**src/rtl/pe_ctrl_gen_if.sv**
```systemverilog
// ============================================================================
// Module      : pe_ctrl_gen_if
// Description : Command handshake, operand-valid and packed PE ctrl bus
//               between the layer scheduler, pe_ctrl_gen and the PE array.
// Revision    : 1.0 - initial release
// ============================================================================
`default_nettype none

interface pe_ctrl_gen_if #(
   parameter int PE_BUF_ADDR_WIDTH = 10,
   parameter int OP_CODE_WIDTH     = 3,
   parameter int CNT_WIDTH         = 16
);
   localparam int CTRL_WIDTH = 5 + OP_CODE_WIDTH + 2*PE_BUF_ADDR_WIDTH;

   logic                         cfg_valid;
   logic                         cfg_ready;
   logic [OP_CODE_WIDTH-1:0]     cfg_op_code;
   logic [CNT_WIDTH-1:0]         cfg_num_acc;
   logic [CNT_WIDTH-1:0]         cfg_num_out;
   logic                         cfg_acc_from_buf;
   logic [PE_BUF_ADDR_WIDTH-1:0] cfg_rd_base;
   logic [PE_BUF_ADDR_WIDTH-1:0] cfg_wr_base;
   logic                         in_valid;
   logic [CTRL_WIDTH-1:0]        ctrl;
   logic                         busy;
   logic                         done;

   // master: the sequencer (drives ctrl); slave: scheduler / PE-array side
   modport master (
      input  cfg_valid, cfg_op_code, cfg_num_acc, cfg_num_out,
             cfg_acc_from_buf, cfg_rd_base, cfg_wr_base, in_valid,
      output cfg_ready, ctrl, busy, done
   );

   modport slave (
      output cfg_valid, cfg_op_code, cfg_num_acc, cfg_num_out,
             cfg_acc_from_buf, cfg_rd_base, cfg_wr_base, in_valid,
      input  cfg_ready, ctrl, busy, done
   );
endinterface

`default_nettype wire

```
**src/rtl/pe_ctrl_gen.sv**
```systemverilog
// ============================================================================
// Module      : pe_ctrl_gen
// Description : Sequences one layer-tile command into per-cycle PE ctrl words
//               (accumulate / flush / write-back per output). The partial-sum
//               buffer-read path exists only with PE_CTRL_ACC_FROM_BUF_EN.
// Revision    : 1.0 - initial release
// ============================================================================
`default_nettype none

module pe_ctrl_gen #(
   parameter int PE_BUF_ADDR_WIDTH = 10,
   parameter int OP_CODE_WIDTH     = 3,
   parameter int CNT_WIDTH         = 16
) (
   input  wire           clk,
   input  wire           reset,
   pe_ctrl_gen_if.master bus
);
   localparam int AW = PE_BUF_ADDR_WIDTH;
   localparam int OW = OP_CODE_WIDTH;
   localparam int CW = CNT_WIDTH;
   localparam int CTRL_WIDTH = 5 + OW + 2*AW;

   typedef enum logic [2:0] {
      S_IDLE  = 3'd0,
      S_ACC   = 3'd1,
      S_FLUSH = 3'd2,
      S_WRITE = 3'd3,
      S_DONE  = 3'd4
   } state_t;

   state_t                r_state;
   logic [CTRL_WIDTH-1:0] r_ctrl;
   logic                  r_cfg_ready;
   logic                  r_busy;
   logic                  r_done;
   logic [OW-1:0]         r_op;
   logic [CW-1:0]         r_num_acc;
   logic [CW-1:0]         r_num_out;
   logic [CW-1:0]         r_acc_cnt;
   logic [CW-1:0]         r_out_cnt;
   logic [AW-1:0]         r_wr_addr;

   logic                  w_accept;
   logic                  w_acc_emit;
   logic [CW-1:0]         w_acc_base;
   logic [CW-1:0]         w_acc_cnt_nxt;
   logic [CW-1:0]         w_num_acc_tgt;
   logic [OW-1:0]         w_op_cur;
   logic                  w_step_rd_req;
   logic [AW-1:0]         w_step_rd_addr;
   logic [CTRL_WIDTH-1:0] w_acc_word;

   assign w_accept      = r_cfg_ready & bus.cfg_valid;
   assign w_num_acc_tgt = (bus.cfg_num_acc == '0) ? {{(CW-1){1'b0}}, 1'b1} : bus.cfg_num_acc;
   assign w_op_cur      = (r_state == S_IDLE) ? bus.cfg_op_code : r_op;
   // Accumulate count restarts at every output; only ACC carries it forward
   assign w_acc_base    = (r_state == S_ACC) ? r_acc_cnt : '0;
   assign w_acc_cnt_nxt = w_acc_base + {{(CW-1){1'b0}}, bus.in_valid};

   // Next edge emits an ACC word (as opposed to FLUSH / DONE / idle)
   always_comb begin
      w_acc_emit = 1'b0;
      case (r_state)
         S_IDLE:  w_acc_emit = w_accept && (bus.cfg_num_out != '0);
         S_ACC:   w_acc_emit = (r_acc_cnt != r_num_acc);
         S_WRITE: w_acc_emit = (r_out_cnt != (r_num_out - {{(CW-1){1'b0}}, 1'b1}));
         default: w_acc_emit = 1'b0;
      endcase
   end

`ifdef PE_CTRL_ACC_FROM_BUF_EN
   logic          r_acc_from_buf;
   logic [AW-1:0] r_rd_addr;
   logic          w_from_buf_cur;
   logic [AW-1:0] w_rd_cur;

   assign w_from_buf_cur = (r_state == S_IDLE) ? bus.cfg_acc_from_buf : r_acc_from_buf;
   assign w_rd_cur       = (r_state == S_IDLE) ? bus.cfg_rd_base : r_rd_addr;
   // Partial sum is fetched on the first enabled cycle of each output
   assign w_step_rd_req  = w_from_buf_cur & bus.in_valid & (w_acc_base == '0);
   assign w_step_rd_addr = w_step_rd_req ? w_rd_cur : '0;

   always_ff @(posedge clk or negedge reset) begin
      if (!reset) begin
         r_acc_from_buf <= 1'b0;
         r_rd_addr      <= '0;
      end else begin
         if (w_accept) begin
            r_acc_from_buf <= bus.cfg_acc_from_buf;
         end
         if (w_acc_emit) begin
            r_rd_addr <= w_rd_cur + {{(AW-1){1'b0}}, w_step_rd_req};
         end
      end
   end
`else
   logic w_unused_rd;

   assign w_step_rd_req  = 1'b0;
   assign w_step_rd_addr = '0;
   assign w_unused_rd    = &{1'b0, bus.cfg_acc_from_buf, bus.cfg_rd_base};
`endif

   assign w_acc_word = {w_step_rd_addr, {AW{1'b0}}, 3'b000, w_step_rd_req, bus.in_valid, w_op_cur};

   always_ff @(posedge clk or negedge reset) begin
      if (!reset) begin
         r_state     <= S_IDLE;
         r_ctrl      <= '0;
         r_cfg_ready <= 1'b0;
         r_busy      <= 1'b0;
         r_done      <= 1'b0;
         r_op        <= '0;
         r_num_acc   <= '0;
         r_num_out   <= '0;
         r_acc_cnt   <= '0;
         r_out_cnt   <= '0;
         r_wr_addr   <= '0;
      end else begin
         r_ctrl      <= '0;
         r_done      <= 1'b0;
         r_busy      <= 1'b1;
         r_cfg_ready <= 1'b0;
         case (r_state)
            S_IDLE: begin
               if (w_accept) begin
                  r_op      <= bus.cfg_op_code;
                  r_num_acc <= w_num_acc_tgt;
                  r_num_out <= bus.cfg_num_out;
                  r_wr_addr <= bus.cfg_wr_base;
                  r_out_cnt <= '0;
                  if (w_acc_emit) begin
                     r_ctrl    <= w_acc_word;
                     r_acc_cnt <= w_acc_cnt_nxt;
                     r_state   <= S_ACC;
                  end else begin
                     r_acc_cnt <= '0;
                     r_done    <= 1'b1;
                     r_state   <= S_DONE;
                  end
               end else begin
                  r_busy      <= 1'b0;
                  r_cfg_ready <= 1'b1;
               end
            end
            S_ACC: begin
               if (w_acc_emit) begin
                  r_ctrl    <= w_acc_word;
                  r_acc_cnt <= w_acc_cnt_nxt;
               end else begin
                  r_ctrl    <= {{(2*AW){1'b0}}, 5'b10000, r_op};
                  r_acc_cnt <= '0;
                  r_state   <= S_FLUSH;
               end
            end
            S_FLUSH: begin
               r_ctrl  <= {{AW{1'b0}}, r_wr_addr, 5'b01100, r_op};
               r_state <= S_WRITE;
            end
            S_WRITE: begin
               r_wr_addr <= r_wr_addr + {{(AW-1){1'b0}}, 1'b1};
               r_out_cnt <= r_out_cnt + {{(CW-1){1'b0}}, 1'b1};
               if (w_acc_emit) begin
                  r_ctrl    <= w_acc_word;
                  r_acc_cnt <= w_acc_cnt_nxt;
                  r_state   <= S_ACC;
               end else begin
                  r_done  <= 1'b1;
                  r_state <= S_DONE;
               end
            end
            S_DONE: begin
               r_busy      <= 1'b0;
               r_cfg_ready <= 1'b1;
               r_state     <= S_IDLE;
            end
            default: begin
               r_busy  <= 1'b0;
               r_state <= S_IDLE;
            end
         endcase
      end
   end

   assign bus.ctrl      = r_ctrl;
   assign bus.cfg_ready = r_cfg_ready;
   assign bus.busy      = r_busy;
   assign bus.done      = r_done;

endmodule

`default_nettype wire

```
**src/flat_wrapper.sv**
```systemverilog
// flat-port wrapper written by rule: the top's interface ports become plain ports
module pe_ctrl_gen_flat 
#(
   parameter int PE_BUF_ADDR_WIDTH = 10,
   parameter int OP_CODE_WIDTH     = 3,
   parameter int CNT_WIDTH         = 16
)
  (clk, reset, bus_cfg_valid, bus_cfg_op_code, bus_cfg_num_acc, bus_cfg_num_out, bus_cfg_acc_from_buf, bus_cfg_rd_base, bus_cfg_wr_base, bus_in_valid, bus_cfg_ready, bus_ctrl, bus_busy, bus_done);
  pe_ctrl_gen_if #(.PE_BUF_ADDR_WIDTH(PE_BUF_ADDR_WIDTH), .OP_CODE_WIDTH(OP_CODE_WIDTH), .CNT_WIDTH(CNT_WIDTH)) bus_i ();
  input  wire clk;
  input  wire reset;
  input wire logic [$bits(bus_i.cfg_valid)-1:0] bus_cfg_valid;
  input wire logic [$bits(bus_i.cfg_op_code)-1:0] bus_cfg_op_code;
  input wire logic [$bits(bus_i.cfg_num_acc)-1:0] bus_cfg_num_acc;
  input wire logic [$bits(bus_i.cfg_num_out)-1:0] bus_cfg_num_out;
  input wire logic [$bits(bus_i.cfg_acc_from_buf)-1:0] bus_cfg_acc_from_buf;
  input wire logic [$bits(bus_i.cfg_rd_base)-1:0] bus_cfg_rd_base;
  input wire logic [$bits(bus_i.cfg_wr_base)-1:0] bus_cfg_wr_base;
  input wire logic [$bits(bus_i.in_valid)-1:0] bus_in_valid;
  output wire logic [$bits(bus_i.cfg_ready)-1:0] bus_cfg_ready;
  output wire logic [$bits(bus_i.ctrl)-1:0] bus_ctrl;
  output wire logic [$bits(bus_i.busy)-1:0] bus_busy;
  output wire logic [$bits(bus_i.done)-1:0] bus_done;
  assign bus_i.cfg_valid = bus_cfg_valid;
  assign bus_i.cfg_op_code = bus_cfg_op_code;
  assign bus_i.cfg_num_acc = bus_cfg_num_acc;
  assign bus_i.cfg_num_out = bus_cfg_num_out;
  assign bus_i.cfg_acc_from_buf = bus_cfg_acc_from_buf;
  assign bus_i.cfg_rd_base = bus_cfg_rd_base;
  assign bus_i.cfg_wr_base = bus_cfg_wr_base;
  assign bus_i.in_valid = bus_in_valid;
  assign bus_cfg_ready = bus_i.cfg_ready;
  assign bus_ctrl = bus_i.ctrl;
  assign bus_busy = bus_i.busy;
  assign bus_done = bus_i.done;
  pe_ctrl_gen #(.PE_BUF_ADDR_WIDTH(PE_BUF_ADDR_WIDTH), .OP_CODE_WIDTH(OP_CODE_WIDTH), .CNT_WIDTH(CNT_WIDTH)) u_core (.clk(clk), .reset(reset), .bus(bus_i));
endmodule
```
**config.mk**
```make
export PLATFORM = sky130hd
export DESIGN_NAME = pe_ctrl_gen_flat
export DESIGN_NICKNAME = d
export VERILOG_FILES = /design/src/rtl/pe_ctrl_gen_if.sv /design/src/rtl/pe_ctrl_gen.sv /design/src/flat_wrapper.sv
export SDC_FILE = /design/constraint.sdc
export NUM_CORES = 1
export LEC_CHECK = 0
export CORE_UTILIZATION = 50
export DETAILED_ROUTE_END_ITERATION = 6
export GPL_TIMING_DRIVEN = 0
export PLACE_DENSITY = 0.77
export SLEW_MARGIN = 15
export SYNTH_ARGS = -nofsm -noshare
export SYNTH_HDL_FRONTEND = slang
export SYNTH_SLANG_ARGS = --single-unit
export TNS_END_PERCENT = 20
```
**constraint.sdc**
```tcl
create_clock -name clk -period 8 [get_ports clk]
set_input_delay 2.4 -clock clk [delete_from_list [all_inputs] [get_ports clk]]
set_output_delay 2.4 -clock clk [all_outputs]
set_load 0.02 [all_outputs]
```
==> reports/metrics.cfg <==
[clock_tree]
postCtsSetupBuffers=0
numCtsBuffers=9
cts_tree=yes
cts-root-buf=clkbuf_8
cts_num_sinks=99
clk_pin_slew_ns=0.10
htreeDepth=3
clk_path_buf_depth=2
clkLatencyLatePin_ns=0.36
ctsResizeCount=0
ctsHoldBuffers=0

[floorplanning]
dieArea_um2=10800
start_util_pct=52.5
fp.dieH_um=104
placementRows=36
die_w_um=104
coreArea_um2=9910
pin_count=91

[yosys]
ys.flop_type=dfrtp_1
ys_warn_count=0
netlist_instances=579
postSynthAreaPerCell_um2=8.99
synth_area_leader_cell=dfrtp_1
synthArstFlopShare_pct=100
synth_edf_count=0
yosys-top-cells-area=dfrtp_1 (48%), nand2_1 (10%), xor2_1 (4.0%)
synth_cell_types=63
yosysMostFrequentCell=nand2_1
synth_top_area_share_pct=47.6
ys_ff_latch=99
synth_seq_area_share_pct=47.6
syn_area_um2=5200
netlist_top_cells_count=nand2_1 (141), dfrtp_1 (99), o21ai_0 (36)

[critical_path]
cp-start-kind=input pin
cp.arrival_ns=4.86
crit_slowest_cell=clkdlybuf4s50_1
path_class=input pin to flop
cp_cell_sequence=clkdlybuf4s50_1 -> ha_1 -> ha_1 -> and3_1 -> and4_1 -> and3_1 -> and3_1 -> and3_1 -> a31oi_1 -> o31ai_1 -> o21ai_0
critPathMaxFanout=4
reg2reg_slack_ns=4.12
critPathRequiredTime_ns=8.24
cp_slowest_stage_delay_ns=0.48
critPathLaunch=bus_in_valid
r2r-start=u_core.r_state[2]
crit_top_cell=and3_1
end_kind=flop

[place]
gp_congestion=0.905
dpl_cell_area_um2=6120
dp_hpwl_um=9160
io_buffers=68

[timing]
setup-tns-final_ns=0
fin_crit_ns=4.62
fin_crit_sh_pct=57.7
rsz0062_at_grt=no
hold_viol=0
fin_worst_skew_ns=0.00561
tightest_slew_ns=0.832
slew_violations=0
relSlewSlack_pct=44.4
fmax_mhz=217
final-setup-viol-count=0

[worst_hold_path]
hold_path.class=flop to flop
worst_hold_startpoint=u_core.r_op[0]

[drt]
drtPass1Iterations=5
wl_um=12200
wire_per_inst_um=15.1
ant_nets=0
first_iter_violations=257
drc=0
routed_via_density=5.65
dr_total_vias=4562

[layout]
nets=734
fill_cells=857
fin_area_um2=6300
layout-drive-gt1-share_pct=6.97
synthToLayoutAreaGrowth_pct=21.1
utilization_pct=63.6
diodes=0

[power]
ir_drop_mv=0.101
powerDensity_nw_per_um2=151
p_leak_nw=2.91

[outcome]
status=completed

[global_routing]
grt_pass1_vias=4163
antenna_found_initial=0
grtUsageTotal_pct=23.9
grt-ovfl-total=0
grt_pass1_wl_um=20800
grt_max_degree=72

[job]
max_cap_violations=0

==> power by group <==
group / switching, mW / internal [mW] / leakage, nW
clock: 0.184 / 0.124 / 0.0868
sequential: 0.0258 / 0.515 / 1.22
combinational: 0.0428 / 0.0576 / 1.59
total: 0.253 / 0.697 / 2.91
==> state kept, by name, indices dropped and copies added (netlist names) <==
register and count:
u_core.bus.cfg_ready 1, u_core.r_num_acc 16, u_core.r_out_cnt 16, u_core.bus.ctrl 16, u_core.r_wr_addr 10, u_core.r_state 3
u_core.r_op 3, u_core.bus.done 1, u_core.r_acc_cnt 16, u_core.bus.busy 1, u_core.r_num_out 16
==> layout by cell type (no fill, tap or decap), types with 4 or more instances in the layout <==
cell type          n
nor2_1            29
clkdlybuf4s50_1   67
o31ai_1            8
nand2_1          141
a21oi_1            7
o211ai_1           4
inv_1             10
nand3_1           27
a22o_1             4
xnor2_1           13
o311ai_0           5
and2_1            16
conb_1            11
a31oi_1           10
clkbuf_8          10
xor2_1            24
buf_4             13
nor3_1             8
dfrtp_1           99
clkbuf_1          20
o21ai_0           36
o21ai_1            5
nand4_1           11
nor4_1            12
and3_1            11
ha_1               5
==> stage by stage <==
stage               worst slack, ns  hold WS (ns)  power, mW  std cells
detailed placement             3.06         0.470      0.651        791
CTS                            3.42         0.492      0.958        807
finish                         3.38         0.491      0.950        807
global route                   3.26         0.521      0.995        807
global placement              0.876         0.463      0.647        790
floorplan                      3.81         0.446      0.597        589
==> routing by layer <==
metal	global-route usage (%)	wire, um	up-vias
li1	-	-	2189
met1	34.7	5670	2167
met2	36.6	5510	190
met3	4.45	877	16
met4	6.94	155	0
met5	0	0	-
==> cells by family after synthesis <==
logic type                 count (synthesis)  share of synthesized area, %
AOI/OAI and AO/OA                        102                          12.9
muxes                                      5                          1.23
other                                      1                        0.0720
and+or+nand+nor                          284                          26.4
buffers and inverters                     46                          4.40
xor gates and xnor gates                  37                          6.23
adders and majority gates                  5                          1.20
DFF                                       99                          47.6
==> worst max-delay path: cells and delay by family <==
family | cells | cell delay (ns)
AOI/OAI and AO/OA | 3 | 0.43
adders and majority gates | 2 | 0.40
and+or+nand+nor | 5 | 1.15
buffers and inverters | 1 | 0.48
==> cell type report <==
cell class,instances,area [um2],share of cell area (%)
buffer,36,191,3.04
clock buffer,10,138,2.18
inverter,10,37.5,0.595
multi-input combinational,444,2540,40.2
sequential,99,2480,39.3
clock inverter,6,47.5,0.754
tap,133,166,2.64
timing repair buffer,69,709,11.3
==> final timing paths <==
check,cells past startpoint,to
max in group asynchronous,2,u_core.r_num_acc[6]
worst max-delay path,11,u_core.r_acc_cnt[14]
min in group asynchronous,1,u_core.bus.ctrl[10]
worst min register to register,2,u_core.r_op[0]
worst min-delay path,2,u_core.r_op[0]
worst max register to register,13,u_core.r_acc_cnt[14]
Power figures use the tool's default switching activity.
